===== config.mk =====
export PLATFORM = sky130hd
export DESIGN_NAME = mac_lanes
export DESIGN_NICKNAME = d
export VERILOG_FILES = /design/src/rtl/mac_lanes.sv
export SDC_FILE = /design/constraint.sdc
export NUM_CORES = 1
export LEC_CHECK = 0
export CAP_MARGIN = 30
export CORE_MARGIN = 4
export CORE_UTILIZATION = 57
export DETAILED_ROUTE_END_ITERATION = 8
export DONT_BUFFER_PORTS = 1
export GPL_TIMING_DRIVEN = 0
export PLACE_DENSITY = 0.76
export RECOVER_POWER = 25
export SYNTH_ARGS = -nofsm -noshare
export SYNTH_HDL_FRONTEND = slang
export SYNTH_SLANG_ARGS = --single-unit

===== constraint.sdc =====
create_clock -name clk -period 6 [get_ports clk]
set_clock_uncertainty 0.15 [all_clocks]
set_input_delay 1.2 -clock clk [delete_from_list [all_inputs] [get_ports clk]]
set_output_delay 1.2 -clock clk [all_outputs]
set_load 0.03 [all_outputs]

===== src/rtl/mac_lanes.sv =====
// Multi-lane signed MAC: one broadcast activation times LANES weights per beat,
// requantised on vector completion. Optional MAC_LANES_ROUNDING_EN: round-half-up.
module mac_lanes #(
    parameter int WIDTH   = 8,
    parameter int LANES   = 4,
    parameter int MAX_ACC = 16,
    parameter int SHIFT_W = 4
) (
    input  logic                             clk,
    input  logic                             reset,
    input  logic                             clear,
    input  logic [$clog2(MAX_ACC+1)-1:0]     acc_len,
    input  logic [SHIFT_W-1:0]               shift,
    input  logic                             relu_en,
    input  logic                             in_valid,
    output logic                             in_ready,
    input  logic [WIDTH-1:0]                 a,
    input  logic [LANES*WIDTH-1:0]           b,
    output logic                             out_valid,
    input  logic                             out_ready,
    output logic [LANES*WIDTH-1:0]           out,
    output logic                             busy
);

    localparam int LEN_W = $clog2(MAX_ACC + 1);
    localparam int ACC_W = 2 * WIDTH + $clog2(MAX_ACC);
    localparam int PRD_W = 2 * WIDTH;

    localparam logic signed [ACC_W:0] MAXV = (ACC_W+1)'((2 ** (WIDTH - 1)) - 1);
    localparam logic signed [ACC_W:0] MINV = (ACC_W+1)'(-(2 ** (WIDTH - 1)));

    typedef enum logic {ST_ACC, ST_DONE} state_t;

    state_t                         state_q, state_d;
    logic [LEN_W-1:0]               cnt_q, cnt_d;
    logic [LEN_W-1:0]               len_q, len_d;
    logic [SHIFT_W-1:0]             shift_q, shift_d;
    logic                           relu_q, relu_d;
    logic [LANES-1:0][ACC_W-1:0]    acc_q, acc_d;
    logic [LANES*WIDTH-1:0]         out_q, out_d;

    logic                           beat;
    logic                           first;
    logic                           last;
    logic [LEN_W-1:0]               len_clamp;
    logic [LEN_W-1:0]               len_eff;
    logic [SHIFT_W-1:0]             shift_eff;
    logic                           relu_eff;
    logic [LANES-1:0][PRD_W-1:0]    prod;
    logic [LANES-1:0][ACC_W-1:0]    sum;

    // Shift, optional rounding, saturate to WIDTH, then ReLU.
    function automatic logic [WIDTH-1:0] requant(
        input logic signed [ACC_W-1:0] s,
        input logic [SHIFT_W-1:0]      sh,
        input logic                    relu
    );
        logic signed [ACC_W:0] ext;
        logic signed [ACC_W:0] shd;
        logic [WIDTH-1:0]      res;
        ext = (ACC_W+1)'(s);
`ifdef MAC_LANES_ROUNDING_EN
        if (sh != '0 && int'(sh) < ACC_W) begin
            ext = ext + ((ACC_W+1)'(1) <<< (int'(sh) - 1));
        end
`endif
        shd = ext >>> sh;
        if (shd > MAXV) begin
            res = MAXV[WIDTH-1:0];
        end else if (shd < MINV) begin
            res = MINV[WIDTH-1:0];
        end else begin
            res = shd[WIDTH-1:0];
        end
        if (relu && res[WIDTH-1]) begin
            res = '0;
        end
        return res;
    endfunction

    always_ff @(posedge clk or posedge reset) begin
        if (reset) begin
            state_q <= ST_ACC;
        end else begin
            state_q <= state_d;
        end
    end

    always_comb begin
        state_d = state_q;
        if (clear) begin
            state_d = ST_ACC;
        end else begin
            unique case (state_q)
                ST_ACC:  if (beat && last) state_d = ST_DONE;
                ST_DONE: if (out_ready)    state_d = ST_ACC;
            endcase
        end
    end

    always_comb begin
        in_ready  = (state_q == ST_ACC);
        out_valid = (state_q == ST_DONE);
        busy      = (cnt_q != '0) || (state_q == ST_DONE);
        out       = out_q;
    end

    always_comb begin
        len_clamp = acc_len;
        if (acc_len == '0) begin
            len_clamp = LEN_W'(1);
        end else if (acc_len > LEN_W'(MAX_ACC)) begin
            len_clamp = LEN_W'(MAX_ACC);
        end
    end

    // Controls come from the ports on the first beat, from the latches afterwards.
    always_comb begin
        beat      = in_valid && in_ready;
        first     = (cnt_q == '0);
        len_eff   = first ? len_clamp : len_q;
        shift_eff = first ? shift : shift_q;
        relu_eff  = first ? relu_en : relu_q;
        last      = (cnt_q == len_eff - LEN_W'(1));
        for (int i = 0; i < LANES; i++) begin
            prod[i] = PRD_W'($signed(a)) * PRD_W'($signed(b[i*WIDTH +: WIDTH]));
            sum[i]  = acc_q[i] + ACC_W'($signed(prod[i]));
        end
    end

    always_comb begin
        cnt_d   = cnt_q;
        len_d   = len_q;
        shift_d = shift_q;
        relu_d  = relu_q;
        acc_d   = acc_q;
        out_d   = out_q;
        if (clear) begin
            cnt_d = '0;
            acc_d = '0;
        end else if (out_valid && out_ready) begin
            acc_d = '0;
        end else if (beat) begin
            len_d   = len_eff;
            shift_d = shift_eff;
            relu_d  = relu_eff;
            cnt_d   = last ? '0 : cnt_q + LEN_W'(1);
            acc_d   = sum;
            if (last) begin
                for (int i = 0; i < LANES; i++) begin
                    out_d[i*WIDTH +: WIDTH] = requant(sum[i], shift_eff, relu_eff);
                end
            end
        end
    end

    always_ff @(posedge clk or posedge reset) begin
        if (reset) begin
            cnt_q   <= '0;
            len_q   <= '0;
            shift_q <= '0;
            relu_q  <= 1'b0;
            acc_q   <= '0;
            out_q   <= '0;
        end else begin
            cnt_q   <= cnt_d;
            len_q   <= len_d;
            shift_q <= shift_d;
            relu_q  <= relu_d;
            acc_q   <= acc_d;
            out_q   <= out_d;
        end
    end

endmodule

==> Yosys cells after proc, flatten, opt, wreduce, memory -nomap -nowiden <==
Index checks and enable logic that the tools add are counted.
{ "classes": {"addsub": 6, "mul": 4, "div_mod_pow": 0, "magnitude_cmp": 9, "n_eq_ne": 2, "shift": 4, "n_mux": 44, "n_bitwise": 3, "reduce_logical": 16} }
{ "op_table": {"columns": ["op", "n"], "rows": [
  ["80-bit two-way mux", 3],
  ["8-bit two-way mux", 28],
  ["21-bit by 8-bit greater-than comparator with 1-bit output, second input constant", 4],
  ["21-bit by 8-bit less-than comparator with 1-bit output, second input constant", 4],
  ["20-bit by 4-bit >>> shifter with 21-bit output", 4],
  ["20-bit adder", 4],
  ["8-bit by 8-bit multiplier with 16-bit output", 4],
  ["5-bit two-way mux", 7],
  ["5-bit logical NOT", 2],
  ["1-bit logical AND", 7],
  ["5-bit by 1-bit adder with 5-bit output, second input constant", 1],
  ["5-bit equality test", 1],
  ["5-bit greater-than comparator, second input constant", 1],
  ["5-bit nonzero test", 1],
  ["5-bit by 1-bit subtractor with 5-bit output, second input constant", 1],
  ["1-bit two-way mux", 4],
  ["4-bit two-way mux", 1],
  ["4-bit AND reduction", 1],
  ["1-bit NOT", 3],
  ["3-bit AND reduction", 1],
  ["3-bit nonzero test", 1],
  ["2-bit inequality test, second input constant", 1],
  ["1-bit one-hot mux with 2 select lines", 1],
  ["2-bit AND reduction", 1],
  ["2 further kinds", 2]
]} }
{ "word_totals": {"register_bits": 128, "latch_bits": 0, "ramBits": 0, "rom_bits": 0, "input_bits": 55, "out_inout_bits": 35, "elab_cells": 98, "mem_count": 0} }

==> Longest topological paths before layout <==
Gate-level depths: netlist of run 1.
{ "logic_depth": {"ltp_word": 12, "mapped_depth": 34, "mapped_depth_nobuf": 33} }

==> Worst setup path after synthesis of run 1 <==
No wires, ideal clock.
{ "synth_path": {"path_kind": "input to register", "startpoint": "input port a[7]", "endpoint": "register out_q[11] (netlist: out[11])", "setup_time_ns": 0.148, "arrival_time_ns": 8.285, "required_time_ns": 5.702, "setup_slack_ns": -2.583, "path_stages": 32, "path_buffers": 2, "cell_sequence": "clkbuf_1 > nand2_1 > inv_1 > fa_1 > inv_1 > fa_1 > inv_1 > fa_1 > inv_1 > fa_1 > inv_1 > ha_1 > and3_1 > and3_1 > a21oi_1 > a311oi_1 > xnor2_1 > inv_1 > ha_1 > clkbuf_1 > nand4_1 > nor4_1 > o21ai_0 > a31o_2 > and3_1 > o32ai_1 > nor2_1 > o21a_1 > nor4b_1 > a31oi_1 > o21ai_1 > o311ai_1"} }
{ "synth_between": {"elab_chain_cells": 12, "elab_cells_between_ends": 13, "classes_between": "add/sub: 1; mul: 1; order compare: 2; shift: 1; mux: 7; reduce/logical: 1"} }
{ "synth_lines": {"columns": ["element", "line", "text"], "rows": [
  ["from (decl)", "17", "input logic [WIDTH-1:0] a,"],
  ["8-bit by 8-bit multiplier with 16-bit output (*)", "126", "prod[i] = PRD_W'($signed(a)) * PRD_W'($signed(b[i*WIDTH +: WIDTH]));"],
  ["20-bit adder (*)", "127", "sum[i] = acc_q[i] + ACC_W'($signed(prod[i]));"],
  ["20-bit by 4-bit >>> shifter with 21-bit output (*)", "67", "shd = ext >>> sh;"],
  ["21-bit by 8-bit less-than comparator with 1-bit output", "70", "end else if (shd < MINV) begin"],
  ["8-bit two-way mux", "70", null],
  ["8-bit two-way mux (*)", "68", "if (shd > MAXV) begin"],
  ["8-bit two-way mux (*)", "149", "if (last) begin"],
  ["8-bit two-way mux (*)", "143", "end else if (beat) begin"],
  ["8-bit two-way mux (*)", "141", "end else if (out_valid && out_ready) begin"],
  ["8-bit two-way mux (*)", "138", "if (clear) begin"],
  ["1-bit logical AND", "75", "if (relu && res[WIDTH-1]) begin"],
  ["8-bit two-way mux (*)", "75", null],
  ["to (signal assigned)", "171", "out_q <= out_d;"],
  ["to (decl)", "40", "logic [LANES*WIDTH-1:0] out_q, out_d;"]
]} }
Every way passes the cells marked *; elsewhere a longest branch is shown, timed or not. The select of a mux whose other input is x is not followed.
A chain may end at the register's enable or synchronous reset.

==> Worst setup path in the final report of run 1 <==
{ "layout_path": {"startpoint": "input port a[5]", "endpoint": "register out_q[19] (netlist: out[19])"} }
Same word-level chain as after synthesis.

==> results of run 1 <==
stage by stage:
step	area [um2]	setup WS (ns)	util, %	std cells	setup TNS (ns)
after detailed placement	25500	-3.53	62.2	3426	-143.10
after global routing	29300	-2.60	71.6	3592	-93.12
after floorplan	24700	-2.28	-	2890	-66.12
after CTS	28200	-2.30	68.9	3549	-73.55
final	29300	-2.43	71.6	3592	-80.73
after global placement	25400	-3.57	62.0	3422	-190.25
critical path, delay by kind of cell:
family / cells / cell delay, ns
adder cells (fa/ha/maj): 6 / 2.66
multiplexers: 2 / 0.57
AO/OA/AOI/OAI: 9 / 1.63
XOR/XNOR: 2 / 0.29
buffers and inverters: 8 / 0.89
AND/OR/NAND/NOR: 5 / 1.37
cell usage in the layout, fill, tap and decap left out, types with 22 or more instances in the layout:
cell type	count
o21ai_0	86
clkbuf_8	23
and2_1	169
o21ai_1	30
nand2b_1	22
a21o_1	40
nand2_1	262
nor3_1	32
clkbuf_16	27
ha_1	158
o211ai_1	48
xnor2_2	22
xnor2_1	75
a211oi_1	36
clkbuf_1	64
a21oi_2	40
mux2i_1	51
a22o_1	68
buf_4	119
dfrtp_1	128
fa_1	216
o21ai_2	23
inv_1	370
nand3_1	30
nor2b_1	36
nor2_1	136
ha_4	41
a21oi_1	101
o21a_1	23
what timing repair did:
| item | in CTS | in global routing |
|---|---|---|
| setup buffers | 92 | 41 |
| setup endpoints to repair | 73 | 74 |
| cloned | 1 | 0 |
| hold buffers | 0 | 0 |
| resized for setup | 229 | 160 |
| pin swaps | 122 | 114 |
cells by family (layout without fill, tap and decap cells):
group	count (synthesis)	after routing	synth area share, %
buffers and inverters	528	695	8.56
multiplexers	85	85	3.81
adder cells (fa/ha/maj)	427	427	29.7
flip-flops	128	128	13.5
AND/OR/NAND/NOR	856	856	18.0
other	0	3	0
XOR/XNOR	138	138	5.41
AO/OA/AOI/OAI	728	728	21.0
registers in the layout, summed over array words and instances, names as in the netlist:
signal / cells
acc_q: 80
cnt_q: 5
len_q: 5
out: 32
out_valid: 1
relu_q: 1
shift_q: 4
per-layer routing:
metal	share of wire (%)	global-route usage, %	up-vias	wire (um)
met4	4.6	12.8	0	4050
li1	-	-	10221	-
met5	0	0	-	0
met2	47	62.6	1267	41600
met3	9.1	8.22	306	7960
met1	39	48.5	11592	34300
area by class of cell:
class	count	area (um2)
multi-input combinational	2234	21200
clock inverter	9	179
fill	2933	11600
buffer	134	990
sequential	128	3200
timing repair buffer	136	1140
inverter	393	1480
tap	532	666
clock buffer	23	478
antenna	3	7.51
path summary, 6_finish.rpt:
kind,start,endpoint,slack (ns),cells after the start
max in group asynchronous,reset,acc_q[59],2.90,1
worst max register to register,cnt_q[0],out[3],-0.35,18
worst max-delay path,a[5],out[19],-2.43,32
min in group asynchronous,reset,acc_q[39],1.37,1
worst min-delay path,len_q[1],len_q[1],0.34,2
worst min register to register,len_q[1],len_q[1],0.34,2
==> qor.yml, run 1 <==
clocking:
  cts.htree.levels: 4
  cts-root-buf: "clkbuf_16"
  cts_tree: "built"
  cts_buffers: 17
  cts.sinks: 128
  clock_latency_ns: 0.45
  path_clk_slew_ns: 0.06
  clockBufferDepth: 2
synthesis:
  synth-edff-count: 0
  ys_async_sr_fraction_pct: 100
  synth_area_leader_cell: "fa_1"
  ys_warn_count: 0
  synth_common_cells: "inv_1 (393), nand2_1 (278), fa_1 (224)"
  syn_area_per_cell_um2: 8.19
  ys_seq_area_share_pct: 13.5
  synth_cell_types: 88
  syn_inst: 2890
  syn_nets: 3372
  ys_ff_latch: 128
  yosysMostFrequentCell: "inv_1"
  synth_area_um2: 23700
  synth_top_area_share_pct: 19.0
  yosys_most_used_dff: "dfrtp_1"
  yosys-top-cells-area: "fa_1 (19%), dfrtp_1 (14%), ha_1 (11%), inv_1 (6.2%), and2_1 (5.0%)"
floorplan:
  die_width_um: 212
  start_util_pct: 57.8
  dieHeight_um: 212
  rows: 74
  die-area_um2: 44800
  core_um2: 40900
  pin_count: 90
finish:
  drive_above_1_share_pct: 21.2
  layout.nets: 3526
  area_growth_pct: 23.8
global_routing:
  grt_max_degree: 66
  grt_pass1_vias: 23652
  grt_pass1_wl_mm: 131
  grt_antenna_before_repair: 4
  grt_overflow: 0
  gr-usage-all-layers_pct: 37.5
sta:
  slew_headroom_pct: -111
  period_needed_ns: 8.43
  rsz0062_at_grt: "true"
  period_share_pct: 141
  setup_violations: 66
  max_clock_freq_mhz: 119
  report.final.slew_viol_count: 65
  hold_slack_ns: 0.341
  worst_slew_pin_slew_ns: 3.15
  hold_viol_final: 0
  fin_ws_ns: -2.43
run_status:
  status: "complete, but fails checks"
  violations: "max-capacitance violations, max-slew violations, negative setup slack"
routing:
  wl_mm: 87.9
  viasPerCell: 6.51
  route.detailed.drc: 0
  dr.pass1.iters: 8
  routedWlPerCell_um: 24.5
  vias: 23386
  drtIter0Drc: 2570
  ant_nets: 0
setup_path:
  cp-end-kind: "flip-flop"
  worstSetupPathType: "in2reg"
  path_max_fanout: 6
  path_common_cell: "fa_1"
  crit_path_top_delay_cell: "fa_1"
  critPathLaunchType: "input port"
  cp_slowest_stage_delay_ns: 0.56
  required_ns: 6.19
  cp_data_arrival_time_ns: 8.63
job:
  maxCapViolCount: 1
worst_hold_path:
  hp-class: "reg2reg"
placed_design:
  gp_congestion: 1.12
  hpwl_mm: 66.3
  portBuffers: 0
Power of run 1 is not shown: default switching activity piles up to over one toggle a cycle in this logic, so the estimate is an artifact.
==> inputs of run 2 (changes only) <==
GPL_TIMING_DRIVEN = not set   (was 0)
==> run 2 against run 1 <==
Net effect:
- the flow still finishes with violations (max-capacitance violations, max-slew violations, negative setup slack)
- sequential cell count unchanged
- worst hold slack worse by 0.011 ns
- die area unchanged
- count of clock-buffer cells in the layout down 5
- core utilization up 7.1 points
- cell count up 10%
- global-route usage down 4.2 points
- critical path type unchanged
- largest cell class unchanged
==> qor.yml, run 2 (same netlist as run 1, synthesis figures left out) <==
run_status:
  status: "complete, but fails checks"
  violations: "max-capacitance violations, max-slew violations, negative setup slack"
sta:
  setup_violations: 62  # -6.1%
  hold_slack_ns: 0.329  # -0.0113 ns
  fin_ws_ns: -2.01  # +0.426 ns
  worst_slew_pin_slew_ns: 2.51  # -0.641 ns
  slew_headroom_pct: -67.1  # +44 points
  max_clock_freq_mhz: 125  # +5.3%
  period_share_pct: 133  # -7.1 points
  rsz0062_at_grt: "true"
  report.final.slew_viol_count: 87  # +34%
  period_needed_ns: 8.01  # -0.426 ns
  hold_viol_final: 0  # unchanged
floorplan:
  die-area_um2: 44800  # unchanged
  dieHeight_um: 212  # unchanged
  rows: 74  # unchanged
  die_width_um: 212  # unchanged
  start_util_pct: 57.8  # unchanged
  core_um2: 40900  # unchanged
  pin_count: 90  # unchanged
finish:
  stdcell_area_um2: 32200  # +9.9%
  fin_util_pct: 78.7  # +7.1 points
  final_common_cell: "buf_4"
  layout.nets: 3893  # +10%
  final_cell_mix: "buf_4 (558), inv_1 (368), nand2_1 (258)"
  area_growth_pct: 36.1
  n_antenna_cell: 0  # -3
  regMostFlops: "acc_q"
  largest_reg_flops: 80  # unchanged
  drive_above_1_share_pct: 32.0  # +11 points
  fin_cells: 3956  # +10%
global_routing:
  grt_max_degree: 87  # +32%
  grt_pass1_vias: 25074  # +6.0%
  grt_pass1_wl_mm: 123  # -6.6%
  grt_antenna_before_repair: 0  # -4
  grt_overflow: 0  # unchanged
  gr-usage-all-layers_pct: 33.3  # -4.2 points
setup_path:
  path_common_cell: "fa_1"
  critPathLaunchType: "input port"
  cp-end-kind: "flip-flop"
  worstSetupPathType: "in2reg"
  required_ns: 6.19  # about the same
  cp_data_arrival_time_ns: 8.19  # -0.44 ns
  crit_path_top_delay_cell: "fa_1"
  cp_slowest_stage_delay_ns: 0.54  # -0.02 ns
  path_max_fanout: 32  # +26
routing:
  dr.pass1.iters: 6  # -2
  route.detailed.drc: 0  # unchanged
  routedWlPerCell_um: 20.0  # -18%
  drtIter0Drc: 1980  # -23%
  viasPerCell: 6.10  # -6.4%
  wl_mm: 79.0  # -10%
  vias: 24113  # +3.1%
  ant_nets: 0  # unchanged
placed_design:
  gp_congestion: 0.997  # -11%
  place_inst: 3842  # +12%
  portBuffers: 0  # unchanged
  hpwl_mm: 57.0  # -14%
  dpl-instance-area_um2: 28900  # +13%
clocking:
  cts_tree: "built"
  clockBufferDepth: 2  # unchanged
  cts_buffers: 17  # unchanged
  path_clk_slew_ns: 0.06  # about the same
  cts-root-buf: "clkbuf_16"
  clock_latency_ns: 0.46  # about the same
  cts.htree.levels: 4  # unchanged
  cts.sinks: 128  # unchanged
worst_hold_path:
  hp-class: "reg2reg"
job:
  maxCapViolCount: 1  # unchanged
## run 2: area by class of cell
class                      instances  area [um2]
timing repair buffer             637        5160
clock inverter                    14         158
multi-input combinational       2234       21100
tap                              532         666
fill                            2669        8720
sequential                       128        3200
inverter                         393        1480
clock buffer                      18         439
## run 2: critical path: cells and delay by family
| family | cells | cell delay [ns] |
|---|---|---|
| simple gates | 6 | 1.42 |
| mux | 1 | 0.28 |
| buf+inv | 6 | 0.55 |
| fa+ha+maj | 6 | 2.58 |
| xor+xnor | 1 | 0.11 |
| compound gates | 12 | 2.00 |
## run 2: stage by stage
step                setup WS (ns)  setup TNS (ns)
finish                      -2.01          -64.17
global route                -2.22          -76.32
CTS                         -1.97          -57.35
detailed placement          -2.60          -97.96
global placement            -2.39          -89.75
floorplan                   -2.28          -66.12
## run 2: per-layer routing
metal	track usage, %	share of wire [%]	vias up
met5	0	0	-
met2	60.8	52	964
li1	-	-	10947
met3	4.10	5.4	304
met4	14.3	5.0	0
met1	39.4	37	11898
## run 2: worst paths after layout
| kind | slack (ns) | from | depth (start not counted) | to |
|---|---|---|---|---|
| setup / recovery | -2.01 | a[7] | 32 | out[22] |
| hold / removal | 0.33 | len_q[1] | 2 | len_q[1] |
| setup reg to reg | 0.97 | cnt_q[0] | 13 | out[2] |
| hold reg to reg | 0.33 | len_q[1] | 2 | len_q[1] |
| max in group asynchronous | 2.66 | reset | 3 | out[18] |
| min in group asynchronous | 1.39 | reset | 2 | acc_q[18] |
## run 2: timing repair
action                     in CTS  in global routing
pin swaps                     151                148
setup buffers                  70                 50
setup endpoints to repair      65                 69
gates resized for setup       189                218
hold buffers                    0                  0
Power of run 2 is left out for the same reason.
